`src/rtl/serial_adder_if.sv`:
```
// Start/done handshake and operand/result bus of the bit-serial add/subtract unit.
// The master is the issuing pipeline stage and the slave is serial_adder_ctrl.
interface serial_adder_if #(
    parameter int WIDTH = 32
);
    logic             start_valid;
    logic             start_ready;
    logic             op;
    logic [WIDTH-1:0] a_in;
    logic [WIDTH-1:0] b_in;
    logic [WIDTH-1:0] result;
    logic             cout;
    logic             ovf;
    logic             zero;
    logic             busy;
    logic             done;

    modport master (
        output start_valid, op, a_in, b_in,
        input  start_ready, result, cout, ovf, zero, busy, done
    );

    modport slave (
        input  start_valid, op, a_in, b_in,
        output start_ready, result, cout, ovf, zero, busy, done
    );
endinterface

```
`src/rtl/serial_adder_ctrl.sv`:
```
// Bit-serial add/subtract unit. One full-adder slice is used once per clock,
// LSB first, for WIDTH cycles. SUB is done as a + ~b + 1: B is inverted at
// capture and the carry flop is preset to 1.

// Single-bit full adder slice.
module serial_adder_fa (
    input  logic a,
    input  logic b,
    input  logic ci,
    output logic s,
    output logic co
);
    assign s  = a ^ b ^ ci;
    assign co = (a & b) | (ci & (a ^ b));
endmodule

module serial_adder_ctrl #(
    parameter int WIDTH = 32
) (
    input  logic          clk,
    input  logic          rst,
    serial_adder_if.slave bus
);
    localparam int CW = (WIDTH > 1) ? $clog2(WIDTH) : 1;
    localparam logic [CW-1:0] LAST_BIT = CW'(WIDTH - 1);

    typedef enum logic [1:0] {
        ST_IDLE = 2'd0,
        ST_RUN  = 2'd1,
        ST_DONE = 2'd2
    } state_t;

    state_t           state_reg;
    state_t           state_next;

    logic [WIDTH-1:0] a_sh_reg;
    logic [WIDTH-1:0] b_sh_reg;
    logic [WIDTH-1:0] r_sh_reg;
    logic             carry_reg;
    logic [CW-1:0]    cnt_reg;
    logic [WIDTH-1:0] result_reg;
    logic             cout_reg;
    logic             ovf_reg;
    logic             zero_reg;

    logic             accept;
    logic             step;
    logic             last_bit;
    logic             fa_sum;
    logic             fa_co;
    logic [WIDTH-1:0] r_sh_next;

    serial_adder_fa u_fa (
        .a  (a_sh_reg[0]),
        .b  (b_sh_reg[0]),
        .ci (carry_reg),
        .s  (fa_sum),
        .co (fa_co)
    );

    // Sum bit enters at the MSB so that after WIDTH shifts bit 0 lands at bit 0.
    assign r_sh_next = {fa_sum, r_sh_reg[WIDTH-1:1]};

    // State register.
    always_ff @(posedge clk or negedge rst) begin
        if (!rst) begin
            state_reg <= ST_IDLE;
        end else begin
            state_reg <= state_next;
        end
    end

    // Next-state logic and datapath strobes.
    always_comb begin
        state_next = state_reg;
        accept     = 1'b0;
        step       = 1'b0;
        last_bit   = 1'b0;
        case (state_reg)
            ST_IDLE: begin
                if (bus.start_valid) begin
                    accept     = 1'b1;
                    state_next = ST_RUN;
                end
            end
            ST_RUN: begin
                step = 1'b1;
                if (cnt_reg == LAST_BIT) begin
                    last_bit   = 1'b1;
                    state_next = ST_DONE;
                end
            end
            ST_DONE: begin
                state_next = ST_IDLE;
            end
            default: begin
                state_next = ST_IDLE;
            end
        endcase
    end

    // Operand capture, serial shifting and the result/flag registers.
    always_ff @(posedge clk or negedge rst) begin
        if (!rst) begin
            a_sh_reg   <= '0;
            b_sh_reg   <= '0;
            r_sh_reg   <= '0;
            carry_reg  <= 1'b0;
            cnt_reg    <= '0;
            result_reg <= '0;
            cout_reg   <= 1'b0;
            ovf_reg    <= 1'b0;
            zero_reg   <= 1'b0;
        end else if (accept) begin
            a_sh_reg  <= bus.a_in;
            b_sh_reg  <= bus.op ? ~bus.b_in : bus.b_in;
            carry_reg <= bus.op;
            cnt_reg   <= '0;
        end else if (step) begin
            a_sh_reg  <= a_sh_reg >> 1;
            b_sh_reg  <= b_sh_reg >> 1;
            r_sh_reg  <= r_sh_next;
            carry_reg <= fa_co;
            cnt_reg   <= cnt_reg + 1'b1;
            if (last_bit) begin
                // carry_reg here is the carry into the MSB.
                result_reg <= r_sh_next;
                cout_reg   <= fa_co;
                ovf_reg    <= carry_reg ^ fa_co;
                zero_reg   <= (r_sh_next == '0);
            end
        end
    end

    assign bus.start_ready = (state_reg == ST_IDLE);
    assign bus.busy        = (state_reg != ST_IDLE);
    assign bus.done        = (state_reg == ST_DONE);
    assign bus.result      = result_reg;
    assign bus.cout        = cout_reg;
    assign bus.ovf         = ovf_reg;
    assign bus.zero        = zero_reg;
endmodule

```
`src/flat_wrapper.sv`:
```
// flat-port wrapper written by rule: the top's interface ports become plain ports
module serial_adder_ctrl_flat 
#(
    parameter int WIDTH = 32
)
  (clk, rst, bus_start_valid, bus_op, bus_a_in, bus_b_in, bus_start_ready, bus_result, bus_cout, bus_ovf, bus_zero, bus_busy, bus_done);
  serial_adder_if #(.WIDTH(WIDTH)) bus_i ();
  input  logic clk;
  input  logic rst;
  input wire logic [$bits(bus_i.start_valid)-1:0] bus_start_valid;
  input wire logic [$bits(bus_i.op)-1:0] bus_op;
  input wire logic [$bits(bus_i.a_in)-1:0] bus_a_in;
  input wire logic [$bits(bus_i.b_in)-1:0] bus_b_in;
  output wire logic [$bits(bus_i.start_ready)-1:0] bus_start_ready;
  output wire logic [$bits(bus_i.result)-1:0] bus_result;
  output wire logic [$bits(bus_i.cout)-1:0] bus_cout;
  output wire logic [$bits(bus_i.ovf)-1:0] bus_ovf;
  output wire logic [$bits(bus_i.zero)-1:0] bus_zero;
  output wire logic [$bits(bus_i.busy)-1:0] bus_busy;
  output wire logic [$bits(bus_i.done)-1:0] bus_done;
  assign bus_i.start_valid = bus_start_valid;
  assign bus_i.op = bus_op;
  assign bus_i.a_in = bus_a_in;
  assign bus_i.b_in = bus_b_in;
  assign bus_start_ready = bus_i.start_ready;
  assign bus_result = bus_i.result;
  assign bus_cout = bus_i.cout;
  assign bus_ovf = bus_i.ovf;
  assign bus_zero = bus_i.zero;
  assign bus_busy = bus_i.busy;
  assign bus_done = bus_i.done;
  serial_adder_ctrl #(.WIDTH(WIDTH)) u_core (.clk(clk), .rst(rst), .bus(bus_i));
endmodule
```
`config.mk`:
```
export PLATFORM = sky130hd
export DESIGN_NAME = serial_adder_ctrl_flat
export DESIGN_NICKNAME = d
export VERILOG_FILES = /design/src/rtl/serial_adder_if.sv /design/src/rtl/serial_adder_ctrl.sv /design/src/flat_wrapper.sv
export SDC_FILE = /design/constraint.sdc
export NUM_CORES = 1
export LEC_CHECK = 0
export CORE_UTILIZATION = 45
export DETAILED_ROUTE_END_ITERATION = 8
export PLACE_DENSITY = 0.7
export SYNTH_ARGS = -nofsm -noshare
export SYNTH_HDL_FRONTEND = slang
export SYNTH_SLANG_ARGS = --single-unit
export TNS_END_PERCENT = 5
```
`constraint.sdc`:
```
create_clock -name clk -period 2.2 [get_ports clk]
set_input_delay 0.44 -clock clk [delete_from_list [all_inputs] [get_ports clk]]
set_output_delay 0.44 -clock clk [all_outputs]
set_load 0.01 [all_outputs]
```
==> impl_metrics.tcl, run 1 <==
set metrics [dict create \
    outcome "complete, no violations" \
    hold_class "flop to flop" \
    grtUsageTotal_pct 18.4 \
    final_area_mm2 0.00795 \
    syn_nets 644 \
    final.setup.tns_ns 0 \
    ant_nets 0 \
    ys_warn_count 0 \
    r2r-start "u_core.cnt_reg[0]" \
    cp-start-kind "flop" \
    crit_start "u_core.state_reg[0]" \
    viasPerCell 5.00 \
    cts_setup_buffers 0 \
    dpl-instance-area_mm2 0.00735 \
    synth-edff-count 0 \
    htreeDepth 4 \
    r2r_slack_ns 0.29 \
    cp_data_required_time_ns 1.76 \
    worstPathArrival_ns 1.63 \
    clk_latency_ns 0.41 \
    slew_viol_final 0 \
    drtPass1Iterations 4 \
    grt_pass1_vias 4259 \
    synth_cell_types 32 \
    yosys_register_bits 138 \
    ys.flop_type "dfrtp_1" \
    antenna-diode-count 0 \
    syn_area_mm2 0.00611 \
    cp_max_fo 7 \
    grt_max_degree 73 \
    synthCells 573 \
    p_per_area_mw_per_mm2 1230 \
    fp.dieW_um 119 \
    cts.clk_slew.worst_paths_ns 0.06 \
    grt_setup_unrepaired "no" \
    via_count 4312 \
    ff_latch_area_mm2 0.00345 \
    post_drt_wl_per_cell_um 13.9 \
    path_cells "nor2_1, clkdlybuf4s50_1" \
    drive_above_1_share_pct 12.0 \
    drc_errors 0 \
    die_h_um 119 \
    yosysMostFrequentCell "nand2_1" \
    cts_made_buffers 17 \
    die_area_mm2 0.0140 \
    routed_wl_mm 12.0 \
    fin_crit_sh_pct 94.0 \
    max_stage_delay_ns 0.55 \
    grt_pass1_wl_mm 20.5 \
    synthArstFlopShare_pct 100 \
    rr_worst_depth 6 \
    cts_buffer_depth 2 \
    dpl.hpwl_mm 8.14 \
    fillCellCount 1102 \
    fin_skew_ns 0.0118 \
    overflow 0 \
    clock-root-buffer "clkbuf_16" \
    end_kind "primary output" \
    cellLeakagePower_nw 3.74 \
    multiInputGateArea_mm2 0.00244 \
    synth_top_cell_by_area "dfrtp_1" \
    worst_pin_slew_ns 0.419 \
    antenna_found_initial 0 \
    slew_headroom_pct 72.1 \
    synth-seq-area-share_pct 56.5 \
    fin_nets 744 \
    drt-initial-drc-count 181 \
    period_needed_ns 2.07 \
    avgSynthCellArea_um2 10.7 \
    cp_slowest_cell "clkdlybuf4s50_1" \
    critPathKind "flop to primary output" \
    r2r_end "u_core.bus.result[3]" \
    area_delta_synth_final_pct 30.2 \
    crit_end "bus_start_ready" \
    cts_tree "done" \
    synth.area.top_cells "dfrtp_1, nand2_1, mux2i_1" \
    rows 42 \
    io_buffers 105 \
    routabilityCongestion 0.768 \
    cts_sinks 138 \
    ios 106 \
    synth_common_cells "nand2_1, dfrtp_1, xor2_1" \
    coreArea_mm2 0.0132 \
    start_util_pct 46.1 \
    yosys.area.top_type_share_pct 56.5 \
    final-hold-violation-count 0 \
    maxCapViolCount 0 \
    vdd_drop_max_mv 0.593 \
    fmax_mhz 483 \
    setup_viol 0 \
]
[per-stage QoR]
stage / util (%) / worst slack, ns / hold slack [ns] / instances / total power (W)
after floorplan: - / 0.392 / 0.144 / 573 / 0.00593
after global routing: 60.1 / 0.0514 / 0.502 / 862 / 0.0104
after CTS: 60.0 / 0.0405 / 0.477 / 862 / 0.00992
after detailed placement: 55.5 / 0.279 / 0.386 / 829 / 0.00708
final: 60.1 / 0.131 / 0.473 / 862 / 0.00981
after global placement: 55.5 / 0.334 / 0.378 / 829 / 0.00690
[timing repair]
| action | CTS | global route |
|---|---|---|
| gates resized for setup | 0 | 1 |
| endpoints found under the setup margin | 0 | 2 |
| endpoints found under the hold margin | 41 | 0 |
| hold buffers | 1 | 0 |
[report_power, final]
group / internal, W / switching (W) / leakage [nW]
clock network: 0.00176 / 0.00104 / 0.275
logic: 0.00147 / 0.00134 / 1.67
registers: 0.00351 / 0.000704 / 1.80
[logic make-up after synthesis]
kind of cell    Yosys count  share of synthesized area, %
mux                      65                          12.2
simple gates            219                          14.3
compound gates           74                          7.58
fa+ha+maj                 3                         0.737
xor+xnor                 34                          4.87
flops                   138                          56.5
buf+inv                  40                          3.77
[metal layers]
metal	global-route usage, %	share of wire (%)	vias up
met5	0	0	-
met4	5.70	0.68	0
met3	4.83	4.5	7
met2	29.6	48	113
met1	24.3	46	2080
li1	-	-	2112
[how the worst min path moves through the flow]
stage                                        to                 from  cells after the start
final                       u_core.a_sh_reg[28]  u_core.a_sh_reg[28]                      2
after floorplan              u_core.a_sh_reg[0]                  rst                      0
after CTS                   u_core.a_sh_reg[28]  u_core.a_sh_reg[28]                      2
after detailed placement  u_core.bus.result[20]                  rst                      1
after global placement    u_core.bus.result[20]                  rst                      1
after global routing        u_core.a_sh_reg[16]  u_core.a_sh_reg[16]                      2
[cells in the final DEF (no fill, tap or decap), types with 2 or more instances in the layout]
| cell | n |
|---|---|
| nand2_1 | 201 |
| dfrtp_1 | 137 |
| clkdlybuf4s50_1 | 103 |
| xor2_1 | 33 |
| mux2i_1 | 32 |
| a22oi_1 | 32 |
| o21ai_1 | 28 |
| mux2_2 | 18 |
| clkbuf_16 | 17 |
| mux2_4 | 15 |
| o21ai_0 | 9 |
| nor4_1 | 8 |
| buf_12 | 7 |
| clkinvlp_4 | 5 |
| buf_4 | 5 |
| inv_1 | 3 |
| clkbuf_8 | 3 |
| nand4_1 | 2 |
| ha_1 | 2 |
| bufinv_16 | 2 |
| clkinv_2 | 2 |
| clkbuf_1 | 2 |
[worst max-delay path: cells and delay by family (launching register included)]
kind	cells	cell delay (ns)
buf+inv	1	0.55
flops	1	0.49
simple gates	1	0.17
[final cells by class]
type                       instances  share of cell area [%]
sequential                       138                    43.4
tap                              176                    2.77
multi-input combinational        395                    30.7
inverter                           3                   0.142
timing repair buffer             118                    15.5
clock buffer                      22                    5.96
clock inverter                    10                    1.46
Note: power is estimated with default switching activity, not from simulation.
==> run 2, diff against run 1 <==
--- a/config.mk
+++ b/config.mk
@@ -10,5 +10,6 @@
 export PLACE_DENSITY = 0.7
 export SYNTH_ARGS = -nofsm -noshare
 export SYNTH_HDL_FRONTEND = slang
+export SYNTH_HIERARCHICAL = 1
 export SYNTH_SLANG_ARGS = --single-unit
 export TNS_END_PERCENT = 5
==> constraint.sdc (replaced) <==
create_clock -name clk -period 2.2 [get_ports clk]
set_input_delay 0.22 -clock clk [delete_from_list [all_inputs] [get_ports clk]]
set_output_delay 0.22 -clock clk [all_outputs]
set_load 0.01 [all_outputs]
==> run 2 against run 1 <==
Effect of this change: design area decreased by 1.3%; die area down 1.8%; clock-buffer cell count unchanged; setup slack lost 0.020 ns; largest cell class unchanged.
==> impl_metrics.tcl, run 2 <==
set metrics [dict create \
    grt_pass1_vias 4489 \
    yosys.area.top_type_share_pct 57.6 \
    die_area_mm2 0.0138 \
    rr_worst_depth 6 \
    via_count 4496 \
    p_per_area_mw_per_mm2 1360 \
    drc_errors 0 \
    clock-root-buffer "clkbuf_16" \
    ys.flop_type "dfrtp_1" \
    path_cells "or2_2, inv_1, clkdlybuf4s50_1" \
    final-hold-violation-count 0 \
    post_drt_wl_per_cell_um 13.9 \
    r2r-start "u_core/cnt_reg[0]" \
    period_needed_ns 2.09 \
    syn_nets 679 \
    r2r_end "u_core/bus.result[20]" \
    dp_slack_ns 0.341 \
    maxCapViolCount 0 \
    rows 41 \
    viasPerCell 5.06 \
    die_h_um 117 \
    synth-seq-area-share_pct 57.6 \
    cts_sinks 138 \
    cts_tree "done" \
    htreeDepth 4 \
    start_util_pct 46.8 \
    area_delta_synth_final_pct 30.8 \
    worst_pin_slew_ns 0.551 \
    slew_viol_final 0 \
    max_stage_delay_ns 0.52 \
    cts_made_buffers 17 \
    io_buffers 105 \
    final.setup.tns_ns 0 \
    clk_latency_ns 0.42 \
    fin_crit_sh_pct 94.9 \
    synthCells 608 \
    drive_above_1_share_pct 12.0 \
    hold_class "input pin to asynchronous set/reset pin" \
    cp_slowest_cell "clkdlybuf4s50_1" \
    fmax_mhz 479 \
    r2r_slack_ns 0.33 \
    synth-edff-count 0 \
    drtPass1Iterations 4 \
    ios 106 \
    yosys_register_bits 138 \
    synth_cell_types 30 \
    cp-start-kind "flop" \
    vdd_drop_max_mv 0.603 \
    grt_max_degree 69 \
    coreArea_mm2 0.0128 \
    ff_latch_area_mm2 0.00345 \
    routabilityCongestion 0.751 \
    cp_data_required_time_ns 1.98 \
    synthArstFlopShare_pct 100 \
    cellLeakagePower_nw 3.78 \
    fin_skew_ns 0.00526 \
    synth_common_cells "nand2_1, dfrtp_1, mux2_2" \
    fillCellCount 1109 \
    fin_nets 775 \
    antenna_found_initial 0 \
    cp_max_fo 8 \
    syn_area_mm2 0.00600 \
    crit_buf_inv 2 \
    avgSynthCellArea_um2 9.87 \
    synth.area.top_cells "dfrtp_1, nand2_1, mux2_2" \
    end_kind "primary output" \
    outcome "complete, no violations" \
    grtUsageTotal_pct 19.3 \
    total_power_w 0.0107 \
    fp.dieW_um 117 \
    cts.clk_slew.worst_paths_ns 0.06 \
    overflow 0 \
    grt_setup_unrepaired "no" \
    fin_ws_ns 0.111 \
    ys_warn_count 6 \
    worstPathArrival_ns 1.87 \
    antenna-diode-count 0 \
    grt_pass1_wl_mm 21.3 \
    dpl.hpwl_mm 8.15 \
    path_delay_family "buffers and inverters" \
    final_cell_mix "nand2_1, dfrtp_1, clkdlybuf4s50_1" \
    synth_top_cell_by_area "dfrtp_1" \
    drt-initial-drc-count 282 \
    cts_buffer_depth 2 \
    slew_headroom_pct 63.3 \
    routed_wl_mm 12.4 \
    yosysMostFrequentCell "nand2_1" \
    layout_commonest_cell "nand2_1" \
    multiInputGateArea_mm2 0.00235 \
    fin_hold_ws_ns 0.161 \
    ant_nets 0 \
    critPathKind "flop to primary output" \
    setup_viol 0 \
]
run 2: changes by cell type after synthesis, sizes merged, moves of 2 or more:
cell | before | now
mux2i | 32 | 2
o21ai | 37 | 4
a31oi | 0 | 31
buf | 30 | 21
xor2 | 33 | 31
nand3 | 1 | 4
nand2 | 201 | 230
clkbuf | 7 | 21
nor2 | 1 | 31
run 2: final cells by class:
| class | instances | area share (%) |
|---|---|---|
| Clock buffer | 22 | 6.17 |
| Timing Repair Buffer | 119 | 15.2 |
| Inverter | 3 | 0.144 |
| Tap cell | 172 | 2.74 |
| Sequential cell | 138 | 44.0 |
| Multi-Input combinational cell | 425 | 29.9 |
| Clock inverter | 10 | 1.79 |
run 2: report_power, final:
part,total [W],switching (W),internal (W)
registers,0.00435,0.000738,0.00361
logic,0.00341,0.00183,0.00158
clock network,0.00294,0.00104,0.00190
run 2: repair_timing:
item,in CTS,in global routing
endpoints found under the setup margin,0,1
hold buffers,1,0
buffers inserted,0,0
endpoints found under the hold margin,138,0
gates resized for setup,0,1
run 2: cells by family (layout without fill, tap and decap cells):
group                      Yosys count  in the layout  share of synthesized area [%]
and+or+nand+nor                    284            284                           18.8
DFF                                138            138                           57.6
AOI/OAI and AO/OA                   70             70                           7.91
buffers and inverters               45            154                           3.61
muxes                               35             35                           6.53
xor gates and xnor gates            33             33                           4.82
adders and majority gates            3              3                          0.751
run 2: routing by layer:
| metal | track usage, % | vias to the layer above | share of wire, % |
|---|---|---|---|
| met5 | 0 | - | 0 |
| met4 | 7.93 | 0 | 1.4 |
| met3 | 5.52 | 19 | 5.0 |
| met2 | 31.4 | 120 | 49 |
| met1 | 24.2 | 2159 | 45 |
| li1 | - | 2198 | - |
run 2: worst max-delay path by stage:
stage                                        to  slack [ns]  depth (start not counted)                start
final                           bus_start_ready        0.11                          3  u_core/state_reg[1]
after global routing            bus_start_ready        0.03                          3  u_core/state_reg[1]
after CTS                       bus_start_ready        0.06                          3  u_core/state_reg[0]
after detailed placement  u_core/bus.result[20]        0.34                          6    u_core/cnt_reg[0]
after global placement     u_core/bus.result[1]        0.39                          6    u_core/cnt_reg[0]
after floorplan           u_core/bus.result[26]        0.29                          7    u_core/cnt_reg[0]
run 2: per-stage QoR:
| stage | util [%] | std cells | cell area [um2] |
|---|---|---|---|
| 2_1_floorplan | - | 608 | 6000 |
| 3_3_place_gp | 56.2 | 856 | 7210 |
| 3_5_place_dp | 56.2 | 856 | 7210 |
| 4_1_cts | 61.2 | 889 | 7850 |
| 5_1_grt | 61.2 | 889 | 7850 |
| 6_report | 61.2 | 889 | 7850 |
==> run 3, diff against run 2 <==
--- a/config.mk
+++ b/config.mk
@@ -5,9 +5,10 @@
 export SDC_FILE = /design/constraint.sdc
 export NUM_CORES = 1
 export LEC_CHECK = 0
-export CORE_UTILIZATION = 45
+export ABC_AREA = 1
+export CORE_UTILIZATION = 53
 export DETAILED_ROUTE_END_ITERATION = 8
-export PLACE_DENSITY = 0.7
+export PLACE_DENSITY = 0.8
 export SYNTH_ARGS = -nofsm -noshare
 export SYNTH_HDL_FRONTEND = slang
 export SYNTH_HIERARCHICAL = 1
==> run 3 against run 2 <==
Effect of this change: register-to-register slack worse by 0.08 ns; routed wire length is 12% higher; clock power fell by 5%; sequential share of layout area up 0.33 points; largest power group unchanged; sequential power down 5.5%; hold slack gained 0.062 ns; sequential cell count stayed put; clock-buffer cell count shrank 4; clock skew rose by 0.00074 ns.
==> impl_metrics.tcl, run 3 <==
set metrics [dict create \
    clk_latency_ns 0.42 \
    routed_wl_mm 13.9 \
    grt_pass1_wl_mm 23.5 \
    worst_pin_slew_ns 0.544 \
    p_per_area_mw_per_mm2 1300 \
    die_area_mm2 0.0119 \
    antenna_found_initial 0 \
    viasPerCell 5.33 \
    fin_crit_sh_pct 88.5 \
    via_count 5034 \
    overflow 0 \
    ant_nets 0 \
    internal_power_w 0.00655 \
    place_inst 911 \
    grtUsageTotal_pct 25.9 \
    drt-initial-drc-count 323 \
    cts.clk_slew.worst_paths_ns 0.06 \
    cp_data_required_time_ns 2.55 \
    critPathKind "flop to flop" \
    fin_skew_ns 0.00600 \
    cts_made_buffers 17 \
    syn_area_mm2 0.00608 \
    vdd_drop_max_mv 0.695 \
    cellLeakagePower_nw 3.66 \
    fin_cells 944 \
    drive_above_1_share_pct 6.72 \
    ys.flop_type "dfrtp_1" \
    post_drt_wl_per_cell_um 14.7 \
    cts_tree "done" \
    outcome "complete, no violations" \
    syn_nets 765 \
    synthArstFlopShare_pct 100 \
    drtPass1Iterations 5 \
    rows 38 \
    area_delta_synth_final_pct 28.0 \
    cts_sinks 138 \
    dpl.hpwl_mm 8.92 \
    yosys_register_bits 138 \
    hold_class "input pin to asynchronous set/reset pin" \
    clock-root-buffer "clkbuf_16" \
    cp-start-kind "flop" \
    grt_max_degree 53 \
    synth_cell_types 25 \
    ios 106 \
    setup_viol 0 \
    synth_common_cells "nand2_1, dfrtp_1, o21ai_0" \
    ys_warn_count 6 \
    cp_max_fo 17 \
    start_util_pct 55.1 \
    power.switching_w 0.00354 \
    yosys.area.top_type_share_pct 56.8 \
    synth_top_cell_by_area "dfrtp_1" \
    antenna-diode-count 0 \
    final_cell_mix "nand2_1, dfrtp_1, o21ai_0" \
    die_h_um 109 \
    fp.dieW_um 109 \
    grt_pass1_vias 4999 \
    maxCapViolCount 0 \
    synth.area.top_cells "dfrtp_1, nand2_1, o21ai_0" \
    drc_errors 0 \
    cts_setup_buffers 0 \
    fmax_mhz 514 \
    synthCells 694 \
    coreArea_mm2 0.0110 \
    fin_nets 862 \
    avgSynthCellArea_um2 8.76 \
    fin_hold_ws_ns 0.223 \
    postLayoutCoreUtil_pct 70.6 \
    comb_power_share_pct 31.5 \
    htreeDepth 4 \
    p_sw_share_pct 35.1 \
    yosysMostFrequentCell "nand2_1" \
    synth-edff-count 0 \
    slew_viol_final 0 \
    period_needed_ns 1.95 \
    power_frac_seq_pct 40.7 \
    grt_setup_unrepaired "no" \
    io_buffers 105 \
    end_kind "flop" \
    layout_commonest_cell "nand2_1" \
    worstPathArrival_ns 2.30 \
    slew_headroom_pct 63.7 \
    pwr-share-clk_pct 27.8 \
    routabilityCongestion 0.791 \
    synth-seq-area-share_pct 56.8 \
    cts_buffer_depth 2 \
    final-hold-violation-count 0 \
    final.setup.tns_ns 0 \
]
[run 3: final cells by class]
class | instances | area, um2
multi-input cells | 452 | 2170
well taps | 140 | 175
repair buffers | 119 | 1170
flip-flops and latches | 138 | 3450
clock inverters | 14 | 144
clock buffers | 18 | 439
inverters | 63 | 236
fillers | 839 | 3250
[run 3: critical path: stages, from the launching register on]
cell and delay (ns):
dfrtp_1 0.39, ha_1 0.19, nand2_1 0.08, nor2_1 0.10
ha_1 0.18, nand3_2 0.28, inv_1 0.46, nand2_1 0.11
nand2_1 0.09
[run 3: power groups by stage]
stage | Clock [W] | Sequential [W] | Combinational [W]
after floorplan | 0 | 0.00406 | 0.00205
after global placement | 0 | 0.00408 | 0.00293
after detailed placement | 0 | 0.00412 | 0.00308
after CTS | 0.00284 | 0.00411 | 0.00318
after global routing | 0.00297 | 0.00423 | 0.00362
final | 0.00280 | 0.00411 | 0.00317
[run 3: metrics by stage]
step	power [W]	worst slack, ns	cell area, um2
finish	0.0101	0.253	7780
global route	0.0108	0.0441	7780
CTS	0.0101	0.257	7780
detailed placement	0.00721	0.298	7190
global placement	0.00701	0.437	7190
floorplan	0.00611	0.665	6080
[run 3: routing by layer]
metal / track usage, % / wire [um] / up-vias
met3: 6.52 / 779 / 27
met2: 42.7 / 6900 / 169
met1: 33.2 / 5920 / 2436
li1: - / - / 2402
met4: 9.17 / 261 / 0
met5: 0 / 0 / -
[run 3: repair_timing]
action | 4_1_cts | 5_1_grt
hold buffers | 1 | 0
resized for setup | 0 | 0
hold endpoints to repair | 75 | 0
[run 3: final timing paths]
check                      cells past startpoint                start  slack (ns)                     to
hold reg to reg                                2  u_core/a_sh_reg[17]        0.48    u_core/a_sh_reg[17]
min in group clk                               3         bus_a_in[31]        0.35    u_core/a_sh_reg[31]
max in group asynchronous                      3                  rst        1.29    u_core/r_sh_reg[19]
setup reg to reg                               8    u_core/cnt_reg[0]        0.25        u_core/bus.cout
setup / recovery                               8    u_core/cnt_reg[0]        0.25        u_core/bus.cout
hold / removal                                 2                  rst        0.22  u_core/bus.result[27]
[run 3: cell families after synthesis]
| family | after synthesis | synth area share [%] |
|---|---|---|
| AOI/OAI and AO/OA | 156 | 13.1 |
| DFF | 138 | 56.8 |
| buffers and inverters | 104 | 7.61 |
| and+or+nand+nor | 260 | 17.0 |
| xor gates and xnor gates | 33 | 4.75 |
| adders and majority gates | 3 | 0.741 |
